[src/rtl/core_cluster_ctrl.sv]
// Core cluster controller: boots core 0, then arbitrates spawn requests from
// running cores onto idle cores and tracks when the whole cluster has finished.
// All outputs come straight from registers.
module core_cluster_ctrl #(
   parameter int unsigned NUM_CORES = 2,
   parameter int unsigned PC_W      = 32
) (
   input  logic                      sclk,
   input  logic                      reset,
   input  logic                      load,
   input  logic [PC_W-1:0]           boot_pc,
   input  logic [NUM_CORES-1:0]      spawn_req,
   input  logic [NUM_CORES*PC_W-1:0] spawn_pc,
   input  logic [NUM_CORES-1:0]      exit_req,
   output logic [NUM_CORES-1:0]      spawn_ack,
   output logic [NUM_CORES-1:0]      wake,
   output logic [NUM_CORES-1:0]      pc_load,
   output logic [NUM_CORES*PC_W-1:0] wake_pc,
   output logic [NUM_CORES-1:0]      busy,
   output logic                      all_done
);

   localparam int unsigned IDX_W = $clog2(NUM_CORES);

   typedef enum logic [1:0] {StIdle, StBoot, StRun, StDone} state_e;

   state_e                    state_q, state_d;
   logic [NUM_CORES-1:0]      busy_q, busy_d;
   logic [NUM_CORES-1:0]      wake_q, wake_d;
   logic [NUM_CORES-1:0]      pc_load_q, pc_load_d;
   logic [NUM_CORES-1:0]      ack_q, ack_d;
   logic [NUM_CORES*PC_W-1:0] wake_pc_q, wake_pc_d;
   logic [IDX_W-1:0]          ptr_q, ptr_d;

   logic [NUM_CORES-1:0]      exit_eff;
   logic [NUM_CORES-1:0]      eligible;
   logic                      req_found;
   logic [IDX_W-1:0]          req_idx;
   logic [IDX_W-1:0]          cand;
   logic                      tgt_found;
   logic [IDX_W-1:0]          tgt_idx;
   logic [PC_W-1:0]           req_pc;
   logic                      grant;

   // Arbitration: round-robin requester among busy, non-exiting cores; target is
   // the lowest core idle at this edge (a core exiting now is still busy here).
   always_comb begin
      exit_eff  = exit_req & busy_q;
      eligible  = spawn_req & busy_q & ~exit_eff;
      req_found = 1'b0;
      req_idx   = '0;
      cand      = '0;
      for (int k = 0; k < NUM_CORES; k++) begin
         cand = IDX_W'((int'(ptr_q) + k) % NUM_CORES);
         if (!req_found && eligible[cand]) begin
            req_found = 1'b1;
            req_idx   = cand;
         end
      end
      tgt_found = 1'b0;
      tgt_idx   = '0;
      for (int i = NUM_CORES - 1; i >= 0; i--) begin
         if (!busy_q[i]) begin
            tgt_found = 1'b1;
            tgt_idx   = IDX_W'(i);
         end
      end
      req_pc = '0;
      for (int i = 0; i < NUM_CORES; i++) begin
         if (req_idx == IDX_W'(i)) req_pc = spawn_pc[i*PC_W +: PC_W];
      end
      grant = req_found && tgt_found;
   end

   // Next-state and next-output logic; pulses default to zero every cycle.
   always_comb begin
      state_d   = state_q;
      busy_d    = busy_q;
      wake_d    = '0;
      pc_load_d = '0;
      ack_d     = '0;
      wake_pc_d = wake_pc_q;
      ptr_d     = ptr_q;
      unique case (state_q)
         StIdle: begin
            if (!load) state_d = StBoot;
         end
         StBoot: begin
            state_d                = StRun;
            wake_d[0]              = 1'b1;
            pc_load_d[0]           = 1'b1;
            busy_d                 = NUM_CORES'(1);
            wake_pc_d[PC_W-1:0]    = boot_pc;
         end
         StRun: begin
            if (load) begin
               // Abort: everything stops, pending requests are simply not granted.
               state_d = StIdle;
               busy_d  = '0;
            end else if (busy_q == '0) begin
               state_d = StDone;
            end else begin
               busy_d = busy_q & ~exit_eff;
               if (grant) begin
                  ack_d[req_idx]     = 1'b1;
                  wake_d[tgt_idx]    = 1'b1;
                  pc_load_d[tgt_idx] = 1'b1;
                  busy_d[tgt_idx]    = 1'b1;
                  for (int i = 0; i < NUM_CORES; i++) begin
                     if (tgt_idx == IDX_W'(i)) wake_pc_d[i*PC_W +: PC_W] = req_pc;
                  end
                  ptr_d = (req_idx == IDX_W'(NUM_CORES - 1)) ? '0 : req_idx + 1'b1;
               end
            end
         end
         StDone: begin
            if (load) state_d = StIdle;
         end
         default: state_d = StIdle;
      endcase
   end

   // State and output registers with synchronous reset.
   always_ff @(posedge sclk) begin
      if (reset) begin
         state_q   <= StIdle;
         busy_q    <= '0;
         wake_q    <= '0;
         pc_load_q <= '0;
         ack_q     <= '0;
         wake_pc_q <= '0;
         ptr_q     <= '0;
      end else begin
         state_q   <= state_d;
         busy_q    <= busy_d;
         wake_q    <= wake_d;
         pc_load_q <= pc_load_d;
         ack_q     <= ack_d;
         wake_pc_q <= wake_pc_d;
         ptr_q     <= ptr_d;
      end
   end

   assign spawn_ack = ack_q;
   assign wake      = wake_q;
   assign pc_load   = pc_load_q;
   assign wake_pc   = wake_pc_q;
   assign busy      = busy_q;
   assign all_done  = (state_q == StDone);

endmodule

[config.mk]
export PLATFORM = sky130hd
export DESIGN_NAME = core_cluster_ctrl
export DESIGN_NICKNAME = d
export VERILOG_FILES = /design/src/rtl/core_cluster_ctrl.sv
export SDC_FILE = /design/constraint.sdc
export NUM_CORES = 1
export LEC_CHECK = 0
export BUFFER_PORTS_ARGS = -buffer_cell sky130_fd_sc_hd__buf_2
export CAP_MARGIN = 20
export CORE_MARGIN = 3
export CORE_UTILIZATION = 47
export CTS_CLUSTER_DIAMETER = 50
export DETAILED_ROUTE_END_ITERATION = 8
export GPL_TIMING_DRIVEN = 0
export PLACE_DENSITY = 0.86
export SLEW_MARGIN = 20
export SYNTH_ARGS = -nofsm -noshare
export SYNTH_HDL_FRONTEND = slang
export SYNTH_SLANG_ARGS = --single-unit
[constraint.sdc]
create_clock -name sclk -period 2.05 [get_ports sclk]
set_input_delay 0.1025 -clock sclk [delete_from_list [all_inputs] [get_ports sclk]]
set_output_delay 0.1025 -clock sclk [all_outputs]
set_load 0.02 [all_outputs]
==> After elaboration in Yosys (flattened, before gate mapping) <==
Cells that the tools add are included.
{ "totals": {"regBits": 73, "output_inout_bits": 73, "elab_cells": 86} }
{ "classes": {"add_sub_neg": 2, "order_cmp": 6, "eq_ne": 11, "mux": 35, "bitwise": 10, "reduce_logical": 14} }
{ "ops": {"columns": ["op", "count"], "rows": [
  ["$mux W32", 5],
  ["$pmux W32 S2", 1],
  ["$mux W1", 17],
  ["$mux W2", 7],
  ["$ne A2 B2 Y1 const B", 6],
  ["$reduce_and A5 Y1", 2],
  ["$and A2 B2 Y2", 4],
  ["$lt A1 B2 Y1 const B", 4],
  ["$pmux W2 S4", 1],
  ["$ne A3 B3 Y1 const B", 2],
  ["$reduce_or A5 Y1", 1],
  ["$eq A2 B2 Y1 const B", 2],
  ["$logic_and A1 B1 Y1", 4],
  ["$logic_not A2 Y1", 2],
  ["$not A1 Y1", 4],
  ["$pmux W2 S2", 1],
  ["$reduce_and A4 Y1", 1],
  ["$reduce_and A3 Y1", 1],
  ["$add A1 B1 Y1 const B", 2],
  ["$demux W1 S1", 2],
  ["$eq A2 B1 Y1 const B", 1],
  ["$ge A1 B1 Y1 const B", 2],
  ["$not A2 Y2", 1],
  ["$or A2 B2 Y2", 1],
  ["other kinds (4)", 4]
]} }

==> Longest topological paths before layout <==
{ "depth": {"ltp_word": 15, "depth_mapped": 6, "mapped_depth_nobuf": 5} }

==> Least setup slack after synthesis <==
No wires, ideal clock.
{ "synth_timing": {"kind": "register to register", "startpoint": "register state_q[0]", "endpoint": "register wake_pc_q[10], in the netlist wake_pc[10]", "setup_ns": 0.126, "arrival_ns": 1.528, "required_ns": 1.924, "setup_slack_ns": 0.396, "path_stages_with_launch": 7, "n_path_buf": 1, "path_cell_list": "dfxtp_1 -> inv_1 -> ha_1 -> a21boi_0 -> a2bb2oi_4 -> buf_6 -> o221ai_2"} }
{ "synth_via": {"elab_chain_cells": 3} }
{ "synth_lines": {"columns": ["element", "line", "text"], "rows": [
  ["from (decl)", "27", "state_e state_q, state_d;"],
  ["from (signal assigned)", "126", "state_q <= StIdle;"],
  ["from (signal assigned)", "134", "state_q <= state_d;"],
  ["$eq A2 B2 Y1 / $eq A2 B1 Y1 (equally long branches)", "84", "unique case (state_q)"],
  ["$ne A2 B2 Y1 (no line) / $reduce_bool A2 Y1 (equally long branches)", null, null],
  ["$reduce_and A5 Y1 (no line)", null, null],
  ["to (signal assigned)", "139", "wake_pc_q <= wake_pc_d;"],
  ["to (decl)", "32", "logic [NUM_CORES*PC_W-1:0] wake_pc_q, wake_pc_d;"]
]} }
Several ways; a longest one is shown, not always the timed one.
A chain may end at the register's enable or synchronous reset.

==> Worst setup path after layout <==
{ "layout_timing": {"startpoint": "register state_q[1]", "endpoint": "register wake_pc_q[26], in the netlist wake_pc[26]"} }
Same word-level chain as after synthesis.

==> impl_metrics.csv <==
group,metric,value,unit
outcome,status,"finished, final reports clean",
final_layout,drive_gt1_frac,0.417,
power,switching_share,0.305,
synth,seq_area_frac_synth,0.399,
global_route,antenna_found_initial,0,
synth,synthCells,385,
setup_path,endpoint,"wake_pc[26]",
power,powerDensity,736,nW/um2
job,maxCapViolations,0,
sta,tightest_slew,0.525,ns
clocking,clk_latency,0.34,ns
final_layout,nets,709,
sta,rsz0062_at_grt,"no",
placed_design,pre_cts_ws,0.0907,ns
floorplan,die_w,94.3,um
setup_path,end_kind,"register",
sta,min_period,1.94,ns
final_layout,num-fill-cells,610,
floorplan,start_util,0.495,
synth,synth-edff-count,0,
clocking,numCtsBuffers,9,
sta,clock.fmax,0.516,GHz
drt,drt.antenna.violating_nets,0,
power,combPwrFrac,0.256,
final_layout,final_common_cell,"buf_2",
final_layout,diodes,0,
floorplan,rows,31,
clocking,cts_buffer_depth,2,
clocking,clkTransAtPathRegs,0.08,ns
global_route,grt.total_usage,0.253,
synth,ys_types,40,
final_layout,mostFrequentLayoutCells,"181 x buf_2, 73 x dfxtp_1, 37 x a21oi_1",
floorplan,fp.dieH,94.3,um
placed_design,io_buffers,174,
synth,yosys-mux-area-fraction,0.0847,
setup_path,ff2ff_path_depth,6,
power,p_clk_frac,0.330,
placed_design,place_area,4660,um2
synth,yosys_warnings,0,
synth,synth_top_area_cell,"dfxtp_1",
drt,viasPerCell,5.28,
setup_path,rrSetupSlack,0.11,ns
sta,fin_crit_sh,0.946,
power,cellLeakagePower,2.27,nW
final_layout,fin_area,5190,um2
synth,ys_seq_elements,73,
floorplan,die_area,8890,um2
setup_path,crit_type,"reg2reg",
synth,yosys_most_used_dff,"dfxtp_1",
synth,synth_top_family_by_area,"compound AO/OA/AOI/OAI gates",
synth,synthArstFlopShare,0,
power,switching_power,1.17,mW
setup_path,reg2reg_to,"wake_pc[26]",
clocking,cts_sinks,73,
setup_path,crit_required,2.27,ns
final_layout,final_core_util,0.701,
synth,yosys.area_share.simple,0.142,
clocking,post_cts_buffers,0,
synth,synth.area.top_cells,"dfxtp_1 40%, o221ai_2 12%, mux2i_1 8.5%",
setup_path,critPathLaunchType,"register",
setup_path,crit_fanout,10,
synth,syn_area,3660,um2
floorplan,core_area,7410,um2
synth,synth_compound_area_frac,0.250,
final_layout,synthToLayoutAreaGrowth,41.7,%
sta,max-slew-margin-rel,0.650,
power,sequentialPowerShare,0.414,
clocking,cts-root-buf,"clkbuf_8",
synth,synth-xor-area-share,0,
sta,drv_slew,0,
sta,skew,0.00963,ns
setup_path,arrival,2.15,ns
setup_path,r2r-start,"state_q[1]",
placed_design,dp_hpwl,8.32,mm
global_route,overflow,0,
clocking,tritoncts,"built",
clocking,htree_num_levels,3,
drt,wl_per_cell,16.5,um
synth,synth_top_area_frac,0.399,
drt,drt_iter0_drc,107,
power,power.total,3.82,mW
power,ir_drop,0.527,mV
drt,drt_pre_antenna_iters,4,
synth,synthAdderAreaFrac,0.0171,
final_layout,multiInputGateArea,1810,um2
synth,syn_avg_cell_area,9.52,um2
sta,setup_tns,0,ns
final_layout,seq_area,1460,um2
global_route,first_global_vias,3794,
sta,final-hold-violation-count,0,
power,p_int,2.66,mW
placed_design,gp_congestion,0.774,
global_route,grt_max_degree,13,
global_route,grt_first_pass_wirelength,17.6,mm
setup_path,startpoint,"state_q[1]",
worst_hold_path,hold_path.class,"in2reg",
sta,fin_ws,0.111,ns
drt,drc,0,
drt,finalWirelength,11.6,mm
synth,syn-num-nets,493,
drt,num_vias,3722,
floorplan,ios,176,
sta,setup_viol,0,
==> per-stage QoR <==
stage | hold WS [ns] | cells
after floorplan | 0.218 | 385
after global placement | 0.303 | 658
after detailed placement | 0.309 | 658
after CTS | 0.00830 | 705
after global routing | 0.0118 | 705
final | 0.0204 | 705
==> power groups by stage <==
stage	Sequential, mW	Clock [mW]	Combinational, mW
2_1_floorplan	1.74	0	0.472
3_3_place_gp	1.61	0	0.895
3_5_place_dp	1.61	0	0.924
4_1_cts	1.58	1.27	0.973
5_1_grt	1.59	1.34	1.05
6_report	1.58	1.26	0.977
==> Yosys cell counts, drive strengths merged, types with 2 or more instances <==
| cell type | instances |
|---|---|
| inv | 36 |
| ha | 5 |
| clkbuf | 10 |
| buf | 25 |
| a21oi | 37 |
| nor3b | 5 |
| nand3 | 32 |
| and3b | 2 |
| nor2 | 4 |
| a221oi | 2 |
| dfxtp | 73 |
| nand2 | 32 |
| o21ai | 36 |
| mux2i | 31 |
| o221ai | 31 |
| nand4b | 2 |
| and4bb | 2 |
| nor2b | 6 |
==> logic make-up (layout without fill, tap and decap cells) <==
logic type      after synthesis  count (layout)
compound gates              113             113
mux                          31              31
simple gates                 92              92
fa+ha+maj                     5               5
flops                        73              73
buf+inv                      71             292
==> worst min path at each step <==
stage / startpoint / endpoint / slack, ns / cells past startpoint
2_1_floorplan: boot_pc[0] / wake_pc[0] / 0.22 / 2
3_3_place_gp: boot_pc[28] / wake_pc[28] / 0.30 / 3
3_5_place_dp: boot_pc[20] / wake_pc[20] / 0.31 / 3
4_1_cts: spawn_pc[4] / wake_pc[36] / 0.008 / 3
5_1_grt: spawn_pc[6] / wake_pc[38] / 0.01 / 3
6_report: spawn_pc[27] / wake_pc[59] / 0.02 / 3
==> cell type report <==
class / instances / share of cell area
well taps: 99 / 0.0239
clock inverters: 5 / 0.0152
repair buffers: 205 / 0.227
clock buffers: 11 / 0.0272
plain buffers: 35 / 0.0501
flip-flops and latches: 73 / 0.281
inverters: 36 / 0.0260
multi-input cells: 241 / 0.349
==> critical path: stages, from the launching register on <==
cell	delay [ns]
dfxtp_1	0.38
inv_1	0.11
ha_1	0.38
a21boi_0	0.38
a2bb2oi_4	0.25
buf_6	0.21
o221ai_2	0.11
==> registers in the layout (all words and copies together) (netlist names) <==
register,flops
ptr_q,1
state_q,2
busy,2
pc_load,2
spawn_ack,2
wake_pc,64
==> layer usage <==
metal  share of wire  track usage  vias up
met1            0.39        0.273     1747
met2            0.51        0.467      141
met4           0.029        0.116        0
li1                -            -     1808
met5               0            0        -
met3           0.067       0.0529       26
==> timing repair <==
item | in CTS | in global routing
hold buffers | 31 | 0
resized for setup | 0 | 6
hold endpoints to repair | 31 | 0
setup endpoints to repair | 0 | 15
Note: power is estimated with default switching activity, not from simulation.
